--- src/rtl/dmem_port_arbiter.sv ---
// dmem_port_arbiter: shares the single-port data SRAM between the core LSU
// (master 0) and the debug/program-load path (master 1).
// The arbitration is round-robin and the response pipeline is one entry deep,
// so back-to-back accesses run at one transfer per cycle.
// Optional feature macro: DMEM_ARB_PERF_EN adds saturating per-master stall
// counters (perf_m0_stall_o / perf_m1_stall_o) with a synchronous clear (perf_clr_i).
//
// Handshake: a master raises req with its command and keeps req and the command
// stable until gnt is seen high in the same cycle. gnt high with req high means
// the SRAM accepted the access on that clock edge. rvalid (plus rdata) goes
// high for exactly one cycle, one cycle after gnt, for reads and for writes.
// rvalid has no back-pressure.
module dmem_port_arbiter #(
    parameter int ADDR_WIDTH     = 32,
    parameter int DATA_WIDTH     = 32,
    parameter int MEM_ADDR_WIDTH = 14
) (
    input  logic                      clk,
    input  logic                      rst_ni,
    input  logic                      m0_req_i,
    output logic                      m0_gnt_o,
    output logic                      m0_rvalid_o,
    input  logic                      m0_we_i,
    input  logic [DATA_WIDTH/8-1:0]   m0_be_i,
    input  logic [ADDR_WIDTH-1:0]     m0_addr_i,
    input  logic [DATA_WIDTH-1:0]     m0_wdata_i,
    output logic [DATA_WIDTH-1:0]     m0_rdata_o,
    input  logic                      m1_req_i,
    output logic                      m1_gnt_o,
    output logic                      m1_rvalid_o,
    input  logic                      m1_we_i,
    input  logic [DATA_WIDTH/8-1:0]   m1_be_i,
    input  logic [ADDR_WIDTH-1:0]     m1_addr_i,
    input  logic [DATA_WIDTH-1:0]     m1_wdata_i,
    output logic [DATA_WIDTH-1:0]     m1_rdata_o,
`ifdef DMEM_ARB_PERF_EN
    input  logic                      perf_clr_i,
    output logic [31:0]               perf_m0_stall_o,
    output logic [31:0]               perf_m1_stall_o,
`endif
    input  logic                      mem_ready_i,
    output logic                      mem_en_o,
    output logic                      mem_we_o,
    output logic [DATA_WIDTH/8-1:0]   mem_be_o,
    output logic [MEM_ADDR_WIDTH-1:0] mem_addr_o,
    output logic [DATA_WIDTH-1:0]     mem_wdata_o,
    input  logic [DATA_WIDTH-1:0]     mem_rdata_i
);

    // last_q holds the most recent winner. Its reset value is 1 so that master 0 wins the first tie.
    logic last_q;
    logic rsp_valid_q;
    logic rsp_owner_q;
    logic accept;
    logic winner;

    // The byte-offset bits and the bits above the SRAM range are ignored on purpose.
    // Range checking is done upstream.
    logic unused_addr;
    assign unused_addr = ^{m0_addr_i, m1_addr_i};

    // Pick the winner: a lone requester wins, and on a tie the master that did not win last time wins.
    always_comb begin
        winner = 1'b0;
        if (m0_req_i && m1_req_i) begin
            winner = ~last_q;
        end else if (m1_req_i) begin
            winner = 1'b1;
        end
        accept = mem_ready_i & (m0_req_i | m1_req_i);
    end

    // Send the winner's command to the SRAM. Write enable is held low when nothing is accepted.
    always_comb begin
        mem_en_o    = accept;
        mem_we_o    = accept & (winner ? m1_we_i : m0_we_i);
        mem_be_o    = winner ? m1_be_i : m0_be_i;
        mem_addr_o  = winner ? m1_addr_i[MEM_ADDR_WIDTH+1:2] : m0_addr_i[MEM_ADDR_WIDTH+1:2];
        mem_wdata_o = winner ? m1_wdata_i : m0_wdata_i;
        m0_gnt_o    = accept & ~winner;
        m1_gnt_o    = accept & winner;
    end

    // Record the round-robin pointer and the one-entry response slot.
    always_ff @(posedge clk or negedge rst_ni) begin
        if (!rst_ni) begin
            last_q      <= 1'b1;
            rsp_valid_q <= 1'b0;
            rsp_owner_q <= 1'b0;
        end else if (accept) begin
            last_q      <= winner;
            rsp_valid_q <= 1'b1;
            rsp_owner_q <= winner;
        end else begin
            rsp_valid_q <= 1'b0;
        end
    end

    // Send the SRAM read data to the owner of the response in flight. The other master sees zero.
    always_comb begin
        m0_rvalid_o = rsp_valid_q & ~rsp_owner_q;
        m1_rvalid_o = rsp_valid_q & rsp_owner_q;
        m0_rdata_o  = m0_rvalid_o ? mem_rdata_i : '0;
        m1_rdata_o  = m1_rvalid_o ? mem_rdata_i : '0;
    end

`ifdef DMEM_ARB_PERF_EN
    logic [31:0] stall0_q;
    logic [31:0] stall1_q;

    // Count the cycles in which each master is requesting but not granted.
    // The count saturates. A clear wins over a simultaneous increment.
    always_ff @(posedge clk or negedge rst_ni) begin
        if (!rst_ni) begin
            stall0_q <= '0;
            stall1_q <= '0;
        end else if (perf_clr_i) begin
            stall0_q <= '0;
            stall1_q <= '0;
        end else begin
            if (m0_req_i && !m0_gnt_o && (stall0_q != 32'hFFFF_FFFF)) begin
                stall0_q <= stall0_q + 32'd1;
            end
            if (m1_req_i && !m1_gnt_o && (stall1_q != 32'hFFFF_FFFF)) begin
                stall1_q <= stall1_q + 32'd1;
            end
        end
    end

    assign perf_m0_stall_o = stall0_q;
    assign perf_m1_stall_o = stall1_q;
`endif

endmodule

--- config.mk ---
export PLATFORM = sky130hd
export DESIGN_NAME = dmem_port_arbiter
export DESIGN_NICKNAME = d
export VERILOG_FILES = /design/src/rtl/dmem_port_arbiter.sv
export SDC_FILE = /design/constraint.sdc
export NUM_CORES = 1
export LEC_CHECK = 0
export CAP_MARGIN = 0
export CORE_AREA = 5 5 112 114
export DETAILED_ROUTE_END_ITERATION = 10
export DIE_AREA = 0 0 117 119
export PLACE_DENSITY = 0.6
export REMOVE_ABC_BUFFERS = 1
export SYNTH_ARGS = -nofsm -noshare
export SYNTH_HDL_FRONTEND = slang
export SYNTH_SLANG_ARGS = --single-unit
--- constraint.sdc ---
create_clock -name clk -period 3.2 [get_ports clk]
set_input_delay 0.48 -clock clk [delete_from_list [all_inputs] [get_ports clk]]
set_output_delay 0.48 -clock clk [all_outputs]
set_load 0.01 [all_outputs]
==> results by group, run 1 <==
Run status
  • Outcome: finished, final reports clean

Route
  • DR iter-0 viols: 34
  • Pre-antenna DRT Iters: 3
  • Routed WL: 8.55 mm
  • DR vias: 2093
  • Per-cell routed wire length: 15.8 µm
  • Vias/cell: 3.87
  • Post-route ant nets: 0
  • # DRC: 0

Global routing
  • Initial antenna violation count: 0
  • Total gr overflow: 0
  • Vias in the first global route: 2264
  • Largest net degree at the start of global routing: 40
  • Global-route wire length before repair: 12.3 mm
  • Total GRT Usage: 11.2%

Pwr
  • P_leak: 0.00182 µW
  • Peak VDD IR: 0.000167 V
  • Pwr per Cell Area: 228 nW/µm²

Synthesis
  • Avg Cell Area, Syn: 10.0 µm²
  • Flops & latches, synth: 3
  • Synth warnings: 0
  • Share of Yosys cell area claimed by the top area cell type: 50.3%
  • Cell count after synthesis: 146
  • Top post-synthesis cells by area: mux2_4 (50%), and2_1 (15%), and3_1 (14%)
  • Biggest area consumer among synthesized cells: mux2_4
  • Register area share after synthesis: 5.22%
  • Syn Std Cell Area: 1460 µm²
  • Synth cell types: 19

Finish
  • Share of layout cells above drive strength 1: 14.8%
  • Final core utilization: 37.2%
  • Design area: 4210 µm²
  • Area grow syn2layout: 188%
  • Layout Nets: 574
  • Antenna diode count: 0
  • Storage cell area: 76.3 µm²
  • Multi-input gate area: 1240 µm²
  • Fillcell total: 1174

STA
  • Tmin final: 2.81 ns
  • Final setup viols: 0
  • Actual slew at the worst max-slew pin: 0.294 ns
  • Final Max Slew Viols: 0
  • Layout Skew: 0.00143 ns
  • Setup TNS: 0 ns
  • Fin. Hold Viols: 0
  • Fmax: 0.356 GHz
  • Hold slack: 0.445 ns
  • RSZ-0062 raised after global routing: false
  • Final worst-path cycle share: 87.8%
  • Max transition margin: 80.4%

Worst setup path
  • Worst path top cell family by delay: buffers and inverters
  • Crit path DAT: 2.33 ns
  • CP Class: in2out
  • Critical-path top delay cell: clkdlybuf4s50_1
  • CP Capture Type: primary output
  • R2R cell count: 2
  • Worst Path Required: 2.72 ns
  • Critical path, cell by cell: clkdlybuf4s50_1 > a21bo_4 > buf_12 > mux2_4 > clkdlybuf4s50_1
  • Worst R2R Start: last_q$_DFFE_PN1P_
  • CP max FO: 39
  • CP Buf/Inv Count: 3
  • Setup crit start: m0_req_i
  • Crit start category: input port
  • Instance count on the critical path: 5
  • CP dominant cell by count: clkdlybuf4s50_1
  • CP max stage delay: 0.54 ns

CTS
  • TritonCTS clock tree: yes
  • Clock transition at path regs: 0.03 ns
  • Hold-fix buffers at CTS: 0
  • Resized Gates After CTS: 0
  • CTS buffer count: 3
  • Clk_lat worst skew: 0.22 ns
  • Root buffer cell: clkbuf_16
  • Postcts setup bufs: 0
  • CTS H-tree lvls: 1
  • Clock buffer depth: 2
  • # clock sinks: 3

Die
  • Core area: 11300 µm²
  • Die Area: 13900 µm²
  • Die height: 119 µm
  • # rows: 39
  • Die X: 117 µm
  • IO Pins: 295
  • Initial Util: 12.9%

Run
  • Max_cap viols: 0

Min path
  • Hold Crit Class: in2async

Place
  • Global placer's final weighted congestion: 0.783
  • Port Buffer Count: 258
  • DP Area: 4130 µm²
  • Dpl hpwl: 7.65 mm
-- layout make-up --
type	count	share of cell area, %
Timing Repair Buffer	263	62.5
Tap cell	143	4.25
Sequential cell	3	1.81
Inverter	1	0.0891
Clock buffer	4	1.87
Multi-Input combinational cell	127	29.5
-- state kept, by name (all words and copies together), names as in the netlist --
signal       flops
last_q           1
rsp_owner_q      1
rsp_valid_q      1
-- per-layer routing --
| metal | routed length [µm] | track usage, % |
|---|---|---|
| met1 | 2690 | 10.6 |
| met2 | 4670 | 22.2 |
| met5 | 0 | 0 |
| met3 | 1050 | 4.31 |
| met4 | 136 | 2.44 |
-- synth_stat cells, drive strengths merged --
cell type / instances
a21bo: 1
a21boi: 1
a22o: 2
and2: 34
and3: 32
buf: 7
clkbuf: 8
dfrtp: 2
dfstp: 1
inv: 1
mux2: 50
nand2: 2
nor2: 1
nor2b: 2
o21a: 1
o32ai: 1
-- path summary, 6_finish.rpt --
path	endpoint	slack, ns
setup / recovery	mem_wdata_o[4]	0.39
hold / removal	rsp_owner_q$_DFFE_PN0P_	0.44
setup reg to reg	rsp_owner_q$_DFFE_PN0P_	2.19
hold reg to reg	last_q$_DFFE_PN1P_	0.58
max in group asynchronous	last_q$_DFFE_PN1P_	2.53
min in group clk	last_q$_DFFE_PN1P_	0.58
-- metrics by stage --
stage                     instances  setup slack (ns)  power [µW]
after floorplan                 131             0.132         330
after global placement          537             0.397         767
after detailed placement        537             0.388         774
after CTS                       541             0.389         976
after global routing            541             0.330        1010
final                           541             0.390         960
-- report_power, final --
| part | leakage (µW) | internal [µW] | switching [µW] |
|---|---|---|---|
| clock network | 0.0000382 | 164 | 32.5 |
| registers | 0.0000344 | 45.4 | 4.13 |
| logic | 0.00175 | 475 | 239 |
-- worst register-to-register path: cells and delay by family (launching register included) --
family	cells	cell delay (ns)
AOI/OAI and AO/OA	2	0.35
DFF	1	0.55
-- cells in the final DEF (no fill, tap or decap), types with 2 or more instances in the layout --
cell type,count
buf_4,4
clkdlybuf4s50_1,258
and2_1,34
nand2_1,2
mux2_4,49
dfrtp_1,2
a22o_1,2
clkbuf_16,3
nor2b_1,2
and3_1,32
-- kinds of logic after synthesis --
group	count (synthesis)	synth area share, %
AOI/OAI and AO/OA	6	3.51
muxes	50	51.1
DFF	3	5.22
and+or+nand+nor	71	29.9
buffers and inverters	16	10.3
Note: power is estimated with default switching activity, not from simulation.
==> run 2: changes to the inputs <==
--- a/config.mk
+++ b/config.mk
@@ -7,6 +7,7 @@
 export LEC_CHECK = 0
 export CAP_MARGIN = 0
 export CORE_AREA = 5 5 112 114
+export CTS_CLUSTER_DIAMETER = 100
 export DETAILED_ROUTE_END_ITERATION = 10
 export DIE_AREA = 0 0 117 119
 export PLACE_DENSITY = 0.6
==> results of run 2 <==
No change in the layout: final DEF, timing and power equal those of run 1.
